[config.mk]
export PLATFORM = sky130hd
export DESIGN_NAME = sumador_serie
export DESIGN_NICKNAME = d
export VERILOG_FILES = /design/src/rtl/sumador_serie.sv
export SDC_FILE = /design/constraint.sdc
export NUM_CORES = 1
export LEC_CHECK = 0
export ABC_AREA = 1
export CORE_MARGIN = 2
export CORE_UTILIZATION = 48
export DETAILED_ROUTE_END_ITERATION = 8
export GPL_TIMING_DRIVEN = 0
export PLACE_DENSITY_LB_ADDON = 0.05
export SLEW_MARGIN = 40
export SYNTH_ARGS = -nofsm -noshare
export SYNTH_HDL_FRONTEND = slang
export SYNTH_SLANG_ARGS = --single-unit
[constraint.sdc]
create_clock -name clk -period 1.7 [get_ports clk]
set_clock_uncertainty 0.2 [all_clocks]
set_input_delay 0.34 -clock clk [delete_from_list [all_inputs] [get_ports clk]]
set_output_delay 0.34 -clock clk [all_outputs]
set_load 0.02 [all_outputs]
[src/rtl/sumador_serie.sv]
// Bit-serial N-bit adder: one full-adder cell plus a carry flip-flop.
// Adds LSB-first, one bit per clock, then presents the registered result.
//
// Parameters:
//   N    operand/result width in bits (>=2)
// Ports:
//   clk            in   1  system clock, rising edge
//   rst_n          in   1  asynchronous active-low reset
//   inicio         in   1  start request, sampled on the rising edge
//   a, b           in   N  operands, captured when a start is accepted
//   cin            in   1  carry-in, captured when a start is accepted
//   ocupado        out  1  high while an addition is in progress
//   listo          out  1  one-cycle pulse: suma/cout just updated
//   suma           out  N  registered result, held until next completion
//   cout           out  1  registered carry-out, held with suma
//   desbordamiento out  1  signed overflow (SUMADOR_SERIE_OVF_EN only)
// Build option: define SUMADOR_SERIE_OVF_EN to add the desbordamiento output.

module sumador_serie #(
  parameter int N = 4
) (
  input  logic         clk,
  input  logic         rst_n,
  input  logic         inicio,
  input  logic [N-1:0] a,
  input  logic [N-1:0] b,
  input  logic         cin,
  output logic         ocupado,
  output logic         listo,
  output logic [N-1:0] suma,
`ifdef SUMADOR_SERIE_OVF_EN
  output logic         cout,
  output logic         desbordamiento
`else
  output logic         cout
`endif
);

  localparam int CW = $clog2(N + 1);
  localparam logic [CW-1:0] LAST = CW'(N - 1);

  typedef enum logic {
    REPOSO,
    SUMANDO
  } estado_t;

  estado_t       estado_q, estado_d;
  logic [CW-1:0] cnt_q, cnt_d;
  logic          c_q, c_d;
  logic [N-1:0]  a_q, a_d;
  logic [N-1:0]  b_q, b_d;
  logic [N-1:0]  suma_q, suma_d;
  logic          cout_q, cout_d;
  logic          listo_q, listo_d;

  logic          s_bit;
  logic          c_nxt;
  logic [N-1:0]  a_shift;

`ifdef SUMADOR_SERIE_OVF_EN
  logic          ovf_q, ovf_d;
`endif

  // The single full-adder cell.
  assign s_bit = a_q[0] ^ b_q[0] ^ c_q;
  assign c_nxt = (a_q[0] & b_q[0]) |
                 (a_q[0] & c_q)    |
                 (b_q[0] & c_q);

  // Operand A doubles as the result shift register: each consumed
  // LSB frees the MSB slot that receives the new sum bit, so after
  // N shifts it holds the assembled sum.
  assign a_shift = {s_bit, a_q[N-1:1]};

  always_comb begin
    estado_d = estado_q;
    cnt_d    = cnt_q;
    c_d      = c_q;
    a_d      = a_q;
    b_d      = b_q;
    suma_d   = suma_q;
    cout_d   = cout_q;
    listo_d  = 1'b0;
`ifdef SUMADOR_SERIE_OVF_EN
    ovf_d    = ovf_q;
`endif
    unique case (estado_q)
      REPOSO: begin
        if (inicio) begin
          a_d      = a;
          b_d      = b;
          c_d      = cin;
          cnt_d    = '0;
          estado_d = SUMANDO;
        end
      end
      SUMANDO: begin
        a_d   = a_shift;
        b_d   = b_q >> 1;
        c_d   = c_nxt;
        cnt_d = cnt_q + CW'(1);
        if (cnt_q == LAST) begin
          suma_d   = a_shift;
          cout_d   = c_nxt;
          listo_d  = 1'b1;
          estado_d = REPOSO;
`ifdef SUMADOR_SERIE_OVF_EN
          // c_q here is the carry into the MSB.
          ovf_d    = c_q ^ c_nxt;
`endif
        end
      end
      default: begin
        estado_d = REPOSO;
      end
    endcase
  end

  always_ff @(posedge clk or negedge rst_n) begin
    if (!rst_n) begin
      estado_q <= REPOSO;
      cnt_q    <= '0;
      c_q      <= 1'b0;
      a_q      <= '0;
      b_q      <= '0;
      suma_q   <= '0;
      cout_q   <= 1'b0;
      listo_q  <= 1'b0;
    end else begin
      estado_q <= estado_d;
      cnt_q    <= cnt_d;
      c_q      <= c_d;
      a_q      <= a_d;
      b_q      <= b_d;
      suma_q   <= suma_d;
      cout_q   <= cout_d;
      listo_q  <= listo_d;
    end
  end

`ifdef SUMADOR_SERIE_OVF_EN
  always_ff @(posedge clk or negedge rst_n) begin
    if (!rst_n) begin
      ovf_q <= 1'b0;
    end else begin
      ovf_q <= ovf_d;
    end
  end

  assign desbordamiento = ovf_q;
`endif

  assign ocupado = (estado_q == SUMANDO);
  assign listo   = listo_q;
  assign suma    = suma_q;
  assign cout    = cout_q;

endmodule
==> metrics.txt <==
sequential cell area fraction in the yosys report a little under three fifths; clock network fraction of total power 12.8%; clock period minus worst slack 1.63 ns; clock root cell sky130_fd_sc_hd__clkbuf_4; highest ir drop seen on vdd around 0.9 mV; startpoint-to-endpoint class of the critical path flop to output port; total power density per cell area between 1500 and 2000 mW/mm²; Highest Clock Rate around 610 MHz; unrepaired setup endpoints after global routing no; number of iterations in the first detailed-routing pass 4; critical path startpoint category flop; slowest stage delay, CP 0.46 ns; grt total ovfl 0; placed cells 131; diode count 0; residual antenna-violating net count after detailed routing 0; list of cells traversed by the critical path dlygate4sd2_1; number of hold violations in the final report 0; via total after detailed routing 664; reg-to-reg setup timing slack 0.25 ns; Buffers & Inverters on Critical Path 1; Max Transition Viols Final 0; largest fanout on the critical path 4; cell family contributing the most delay on the critical path flip-flops; non-filler instance count after layout 136; crit path DAT 1.09 ns; switching share of power about two fifths; Total Routing Usage GR 17.8%; die outline height 46.2 µm; Final Wtd Congestion 0.708; count of different cell masters after synthesis 14; std cell rows 15; average wire per standard cell roughly 12 µm; total setup violations reported at the end of the flow 0; count of buffers inserted at the top-level ports 17; Initial Util between 50% and 60%; CP max stage cell sky130_fd_sc_hd__dfrtp_2; total wire length after detailed routing 1.62 mm; floorplan die area 0.00214 mm²; final sum of negative setup slack 0 ns; number of H-tree branching levels 1; Slew HR a little over 70%; number of global-route vias before repair 647; Slew @ Worst Pin 0.419 ns; Syn. warnings 0; clock latency at the later pin of the worst-skew pair 0.30 ns; part of the total power dissipated in combinational logic 43.4%; number of nets in the layout about 130; post-route DRC violation count 0; Clock Sinks 19; switching power summed over all nets 0.000723 W; pin count of the biggest net entering global routing 20; flops & latches, synth 19; Gate Count Post-Synth 89; leakage power summed over all cells roughly 0.55 nW; Flop pwr share 43.8%; horizontal die dimension 46.2 µm; Post-Syn Nets 104; worst path required time 1.16 ns; post-CTS setup repair buffer count 0; area growth from synthesis to final layout 26.5%; Final period util 95.8%; DP HPWL 1.16 mm; number of max-capacitance violations reported 0; synthesized cell area 856 µm²; highest layer used for signal routing met4; number of I/O pins 19; placeable core area 0.00171 mm²; metal3 WL 51 µm; average size of a mapped cell 9.62 µm²; category of the worst setup path capture point output port; clock input transition at the sequential cells of the worst setup and hold paths roughly 0.11 ns; layout cell share with drive strength beyond 1 11.7%; wire length of the first global-routing pass between 2 and 3 mm; Via density slightly below 5; clock buffer count from CTS 3; CTS tree done; number of design-rule violations left by the first detailed-router iteration 14; Int Pwr 0.00107 W; number of antenna violations at the first check in global routing 0; maximum buffer depth of the clock tree 2; worst hold path type input pin to flop; detailed-routing wirelength on met1 738 µm; metal2 WL 807 µm; run status complete, no violations
placed cells by master, fill, tap and decap left out:
master / synthesis / final
sky130_fd_sc_hd__nor2_4: 1 / 1
sky130_fd_sc_hd__buf_2: 1 / 2
sky130_fd_sc_hd__dlygate4sd2_1: 0 / 7
sky130_fd_sc_hd__dfrtp_1: 19 / 18
sky130_fd_sc_hd__o21ai_1: 1 / 1
sky130_fd_sc_hd__buf_6: 3 / 3
sky130_fd_sc_hd__ha_1: 2 / 2
sky130_fd_sc_hd__o21ai_0: 1 / 1
sky130_fd_sc_hd__clkinv_8: 1 / 1
sky130_fd_sc_hd__clkinv_2: 0 / 1
sky130_fd_sc_hd__nand2_1: 38 / 38
sky130_fd_sc_hd__nor2_1: 1 / 1
sky130_fd_sc_hd__dfrtp_2: 0 / 1
sky130_fd_sc_hd__nand3_1: 17 / 17
sky130_fd_sc_hd__clkbuf_4: 0 / 3
sky130_fd_sc_hd__dlygate4sd3_1: 0 / 1
sky130_fd_sc_hd__fa_1: 1 / 1
sky130_fd_sc_hd__nand2_8: 1 / 1
sky130_fd_sc_hd__clkdlybuf4s50_1: 0 / 9
sky130_fd_sc_hd__inv_1: 2 / 2
final cells by class:
class                           instances  area, µm²
Buffer                                  4       38.8
Clock buffer                            3       22.5
Clock inverter                          1       5.00
Fill cell                             155        626
Inverter                                3       23.8
Multi-Input combinational cell         63        318
Sequential cell                        19        477
Tap cell                               25       31.3
Timing Repair Buffer                   18        166
stage by stage:
| stage | hold slack, ns | setup slack, ns | instance area, µm² | power [W] | util [%] |
|---|---|---|---|---|---|
| final | 0.131 | 0.0712 | 1080 | 0.00179 | 63.4 |
| after global routing | 0.142 | 0.0337 | 1080 | 0.00194 | 63.4 |
| after CTS | 0.136 | 0.0269 | 1080 | 0.00180 | 63.3 |
| after detailed placement | 0.0968 | 0.0898 | 1050 | 0.00162 | 61.6 |
| after global placement | 0.257 | 0.0643 | 1060 | 0.00160 | 61.9 |
| after floorplan | -0.156 | 0.333 | 856 | 0.00133 | - |
worst paths after layout:
| check | start | endpoint | depth (start not counted) |
|---|---|---|---|
| setup / recovery | ocupado | ocupado | 1 |
| hold / removal | inicio | b_q[3] | 3 |
| setup reg to reg | cnt_q[0] | cout | 6 |
| hold reg to reg | cnt_q[0] | cnt_q[0] | 1 |
| max in group asynchronous | rst_n | ocupado | 2 |
| min in group asynchronous | rst_n | a_q[1] | 2 |
Yosys cell counts (all sizes together):
| master | instances | area share [%] |
|---|---|---|
| buf | 4 | 4.5 |
| clkinv | 1 | 1.9 |
| dfrtp | 19 | 56 |
| fa | 1 | 2.3 |
| ha | 2 | 2.9 |
| inv | 2 | 0.88 |
| nand2 | 39 | 19 |
| nand3 | 17 | 9.9 |
| nor2 | 2 | 1.8 |
| o21ai | 2 | 1.2 |
registers in the layout, summed over array words and instances, names as in the netlist:
register	flops
listo	1
ocupado	1
cnt_q	3
b_q	4
suma	4
c_q	1
a_q	4
cout	1
logic make-up after synthesis:
family | Yosys count | synth area share, %
AND/OR/NAND/NOR | 58 | 30.7
flip-flops | 19 | 55.6
buffers and inverters | 7 | 7.31
adder cells (fa/ha/maj) | 3 | 5.26
AO/OA/AOI/OAI | 2 | 1.17
per-layer routing:
layer,GRT usage (%),up-vias
met5,0,-
met4,5.14,0
met3,3.53,4
met2,31.4,15
met1,21.7,315
li1,-,330
what timing repair did:
action,CTS,global route
hold endpoints to repair,19,0
setup endpoints to repair,7,1
gates cloned,0,0
hold buffers,1,0
gates resized for setup,7,1
power by group through the flow:
stage               combinational (W)  sequential (W)  clock [W]
floorplan                    0.000483        0.000848          0
global placement             0.000815        0.000781          0
detailed placement           0.000831        0.000793          0
CTS                          0.000787        0.000782   0.000232
global route                 0.000883        0.000809   0.000248
finish                       0.000776        0.000783   0.000230
Power figures use the tool's default switching activity.
==> variant 1: new RTL, same settings <==
The option `SUMADOR_SERIE_OVF_EN` is turned on by a define.
--- a/src/rtl/sumador_serie.sv
+++ b/src/rtl/sumador_serie.sv
@@ -17,2 +17,4 @@
 // Build option: define SUMADOR_SERIE_OVF_EN to add the desbordamiento output.
+
+`define SUMADOR_SERIE_OVF_EN
 
Function (old outputs only; new: desbordamiento): kept (equiv_simple and equiv_induct, registers matched by name and starting in step).
==> variant 1 against the unedited design <==
  * Register-to-register slack lost 100 ps
  * Routed wire length decreased by 1.7%
  * Area after synthesis increased by 0.58%
  * Clock power fell by 5%
  * Hold slack better by 71 ps
  * Total power increased by 0.61%
  * Largest power group unchanged
  * Sequential cell count grew 1
  * Design area grew 0.69%
  * Setup slack better by 14 ps
  * Combinational power decreased by 0.8%
  * Sequential power grew 3.4%
==> variant 1: results (changes against the unedited design) <==
** Status
- The run finished with clean final reports.

** Cells and area
- Multi-In Gates :: 67 (+6.3%)
- The net count reported at finish was 135 (+6.3%).
- The inverter count of the layout excluding clock inverters came to 5 (+2).
- Count of buffers not belonging to the clock network in the layout :: 23 (+4.5%)
- Number of fill cells :: 157 (+1.3%)
- Flip-flop and latch share of the layout cell area :: 45.9% (+1.9 points)
- The clock-cell share of area is 2.07% (-0.48 points).
- The portion of the layout cell area used by non-clock buffers was 18.6% (-0.36 points).
- Multi-input gate share of total cell area :: 28.8% (-0.55 points)
- Fraction of layout cells with a size suffix above 1 :: 9.32% (-2.4 points)

** Synth
- Most area-consuming cells after synthesis :: sky130_fd_sc_hd__dfrtp_1, sky130_fd_sc_hd__nand2_1, sky130_fd_sc_hd__nand3_1, sky130_fd_sc_hd__ha_1, sky130_fd_sc_hd__buf_4
- The sequential share of the synthesized area is 58.1% (+2.6 points).
- The post-synthesis sequential element count is 20 (+1).
- Proportion of register bits with asynchronous set or reset after synthesis :: 100% (unchanged)
- Count of unique library cells instantiated by Yosys :: 13 (-1)
- Synthesized Nets :: 111 (+6.7%)
- Counting instances in the post-synthesis netlist gives the leading cell types as sky130_fd_sc_hd__nand2_1, sky130_fd_sc_hd__dfrtp_1, sky130_fd_sc_hd__nand3_1.
- The mean cell area of the mapped netlist was 8.97 um2 (-6.7%).

** Clock network
- TritonCTS buffer count :: 3 (unchanged)
- Quantity of gates resized following cts :: 8 (+1)

** Power
- Sw power :: 0.000714 W (-1.2%)
- The power share of the combinational group came to 42.8% (-0.6 points).
- The leakage power of the design came to 0.566 nW (+3.2%).
- Largest voltage drop on the vdd net :: 0.000926 V (+2.9%)
- The power in sequential cells was 0.000810 W (+3.4%).
- The total power per unit cell area is 1650 nW/um2 (about the same).
- Switching part of the total :: 39.7% (-0.73 points)

** Global routing
- Global-route wire length before repair :: 2700 um (+1.0%)
- GRT Overall Usage :: 18.3% (+0.47 points)
- The number of global-route vias before repair was 635 (-1.9%).
- The largest net degree at the start of global routing was 21 (+5.0%).

** Place
- The minimum setup slack after placement came to 142 ps (+52.1 ps).
- The final estimated routing congestion in global placement came to 0.716 (+1.1%).
- Buffers on Ports :: 18 (+1)
- DPL Wire Length :: 1130 um (-2.8%)
- Total placed instance area :: 1070 um2 (+1.4%)

** Floorplanning
- Horizontal extent of the die :: 46.4 um (+0.27%)

** STA
- Pin slew with the least headroom to its limit :: 452 ps (+32.9 ps)

** Detailed routing
- The number of DRC markers in iteration 0 was 16 (+2).
- The routed length per placed instance came to 11.1 um (-6.5%).
- Post-detailed-route via-to-cell ratio :: 4.86 (-0.45%)
- The detailed-route wire length was 1590 um (-1.7%).

** Critical path
- The arrival time at the worst endpoint came to 1070 ps (-20 ps).
- Among all stages on the critical path, the largest delay is contributed by sky130_fd_sc_hd__dfrtp_1.
- Slowest cell delay on critical path :: 430 ps (-30 ps)
[variant 1: kinds of logic after synthesis]
| family | share of synthesized area (%) |
|---|---|
| AOI/OAI and AO/OA | 1.74 |
| adders and majority gates | 5.23 |
| DFF | 58.1 |
| buffers and inverters | 5.38 |
| and+or+nand+nor | 29.5 |
[variant 1: worst paths after layout]
path                                from             end  slack, ps  cells after the start
min in group asynchronous          rst_n         suma[1]        320                      2
worst min-delay path              inicio          b_q[3]        200                      3
worst max register to register  cnt_q[0]  desbordamiento        150                      6
worst min register to register   suma[3]         suma[3]        280                      2
worst max-delay path             ocupado         ocupado         90                      1
max in group asynchronous          rst_n          a_q[2]        670                      2
[variant 1: metal layers]
| metal | share of wire (%) | wire length (um) | vias up | track usage, % |
|---|---|---|---|---|
| met3 | 4.8 | 76 | 2 | 5.10 |
| met2 | 49 | 778 | 21 | 29.4 |
| met5 | 0 | 0 | - | 0 |
| li1 | - | - | 352 | - |
| met1 | 45 | 719 | 320 | 22.4 |
| met4 | 0.88 | 14 | 0 | 8.57 |
==> variant 2: new RTL, same settings <==
Made on the original files. `suma_q` no longer has a reset.
--- a/src/rtl/sumador_serie.sv
+++ b/src/rtl/sumador_serie.sv
@@ -125,3 +125,2 @@
       b_q      <= '0;
-      suma_q   <= '0;
       cout_q   <= 1'b0;
@@ -134,3 +133,2 @@
       b_q      <= b_d;
-      suma_q   <= suma_d;
       cout_q   <= cout_d;
@@ -138,2 +136,6 @@
     end
+  end
+
+  always_ff @(posedge clk) begin
+    suma_q <= suma_d;
   end
Formal check against the unedited RTL: differs if rst_n is asserted again (counterexample within 10 cycles, from zero or initial values and one cycle with rst_n low); with rst_n held inactive, the same outputs for 10 cycles.
==> variant 2 against the unedited design <==
  * Sequential cell count unchanged
  * Design area down 4.0%
  * Total power down 6.8%
  * Area after synthesis down 3.8%
  * Setup slack better by 1.8 ps
  * Routed wire length down 17%
  * Sequential share of layout area up 3.8 points
==> variant 2: results (changes against the unedited design) <==
** Cells and area
- The combined area of the multi-input logic cells came to 267 um2 (-16%).
- The fraction of final layout cells sized beyond drive strength 1 came to 15.2% (+3.4 points).
- Final nets :: 115 (-9.4%)
- The non-filler instance count after layout was 115 (-15%).

** Detailed routing
- First-pass iteration count of the detailed router :: 3 (-1)
- Violation count after the first detailed-routing iteration :: 1 (-13)
- Final wirelength :: 1350 um (-17%)
- Met1 routed wirelength after detailed routing :: 642 um (-13%)
- Vias after detailed routing :: 600 (-9.6%)

** Status
- Result of the run :: finished clean

** Global routing
- The met1 track utilization from global routing is 21.4% (-0.34 points).
- Fraction of met3 tracks used by global routing :: 3.57% (+0.042 points)
- The wire length of the first global-routing pass came to 2420 um (-9.8%).
- The largest net degree at the start of global routing came to 16 (-20%).
- The number of global-route vias before repair was 562 (-13%).

** Power
- The power dissipated by switching net loads was 0.000616 W (-15%).
- Leakage Power :: 0.494 nW (-9.9%)
- The worst-case vdd ir drop came to 0.00102 V (+14%).

** Place
- The final estimated routing congestion in global placement came to 0.722 (+2.0%).
- Worst slack at placement :: 69.4 ps (-20.3 ps)
- The half-perimeter wire length of the detailed placement result came to 980 um (-16%).

** Synth
- The commonest cells after synthesis are sky130_fd_sc_hd__nand2_1, sky130_fd_sc_hd__nand3_1, sky130_fd_sc_hd__dfrtp_1.
- The number of different library cells in the post-synthesis netlist is 16 (+2).
- Proportion of register bits with asynchronous set or reset after synthesis :: 78.9% (-21 points)
- The synthesized netlist net count was 92 (-12%).
==> variant 2: cell types whose count changed after synthesis, sizes merged <==
cell	delta
dfrtp	-4
edfxtp	+4
nand2	-12
==> variant 2: cell families (layout without fill, tap and decap cells) <==
logic type | count (synthesis) | count (layout) | synth area share [%]
simple gates | 46 | 46 | 25.7
flops | 19 | 19 | 60.2
buf+inv | 7 | 29 | 7.45
fa+ha+maj | 3 | 3 | 5.47
compound gates | 2 | 2 | 1.21
==> variant 2: final timing paths <==
path	end	depth (start not counted)	slack (ps)	startpoint
max	ocupado	1	70	ocupado
min	b_q[3]	3	120	inicio
max reg2reg	suma[2]	4	300	cnt_q[0]
min reg2reg	cnt_q[0]	1	280	cnt_q[0]
max in group asynchronous	ocupado	2	770	rst_n
min in group asynchronous	a_q[1]	2	250	rst_n
==> variant 2: repair_timing <==
item	in CTS	in global routing
hold buffers	0	1
setup endpoints to repair	7	1
cloned	0	0
gates resized for setup	7	1
endpoints found under the hold margin	0	15
==> variant 2: power groups by stage <==
stage          combinational, W  sequential [W]  clock, W
5_1_grt                0.000748        0.000813  0.000244
3_5_place_dp           0.000692        0.000800         0
4_1_cts                0.000659        0.000787  0.000230
2_1_floorplan          0.000418        0.000842         0
6_report               0.000649        0.000788  0.000229
3_3_place_gp           0.000683        0.000794         0
==> variant 2: tightest hold or removal path: cells and delay by family <==
kind | cells | cell delay (ps)
AND/OR/NAND/NOR | 2 | 130
buffers and inverters | 1 | 120
==> variant 2: layout make-up <==
type,count,share of cell area (%)
inverter,3,1.57
timing repair buffer,18,16.0
buffer,4,4.34
clock inverter,1,0.482
clock buffer,3,2.17
sequential,19,47.8
tap,16,1.93
multi-input combinational,51,25.7
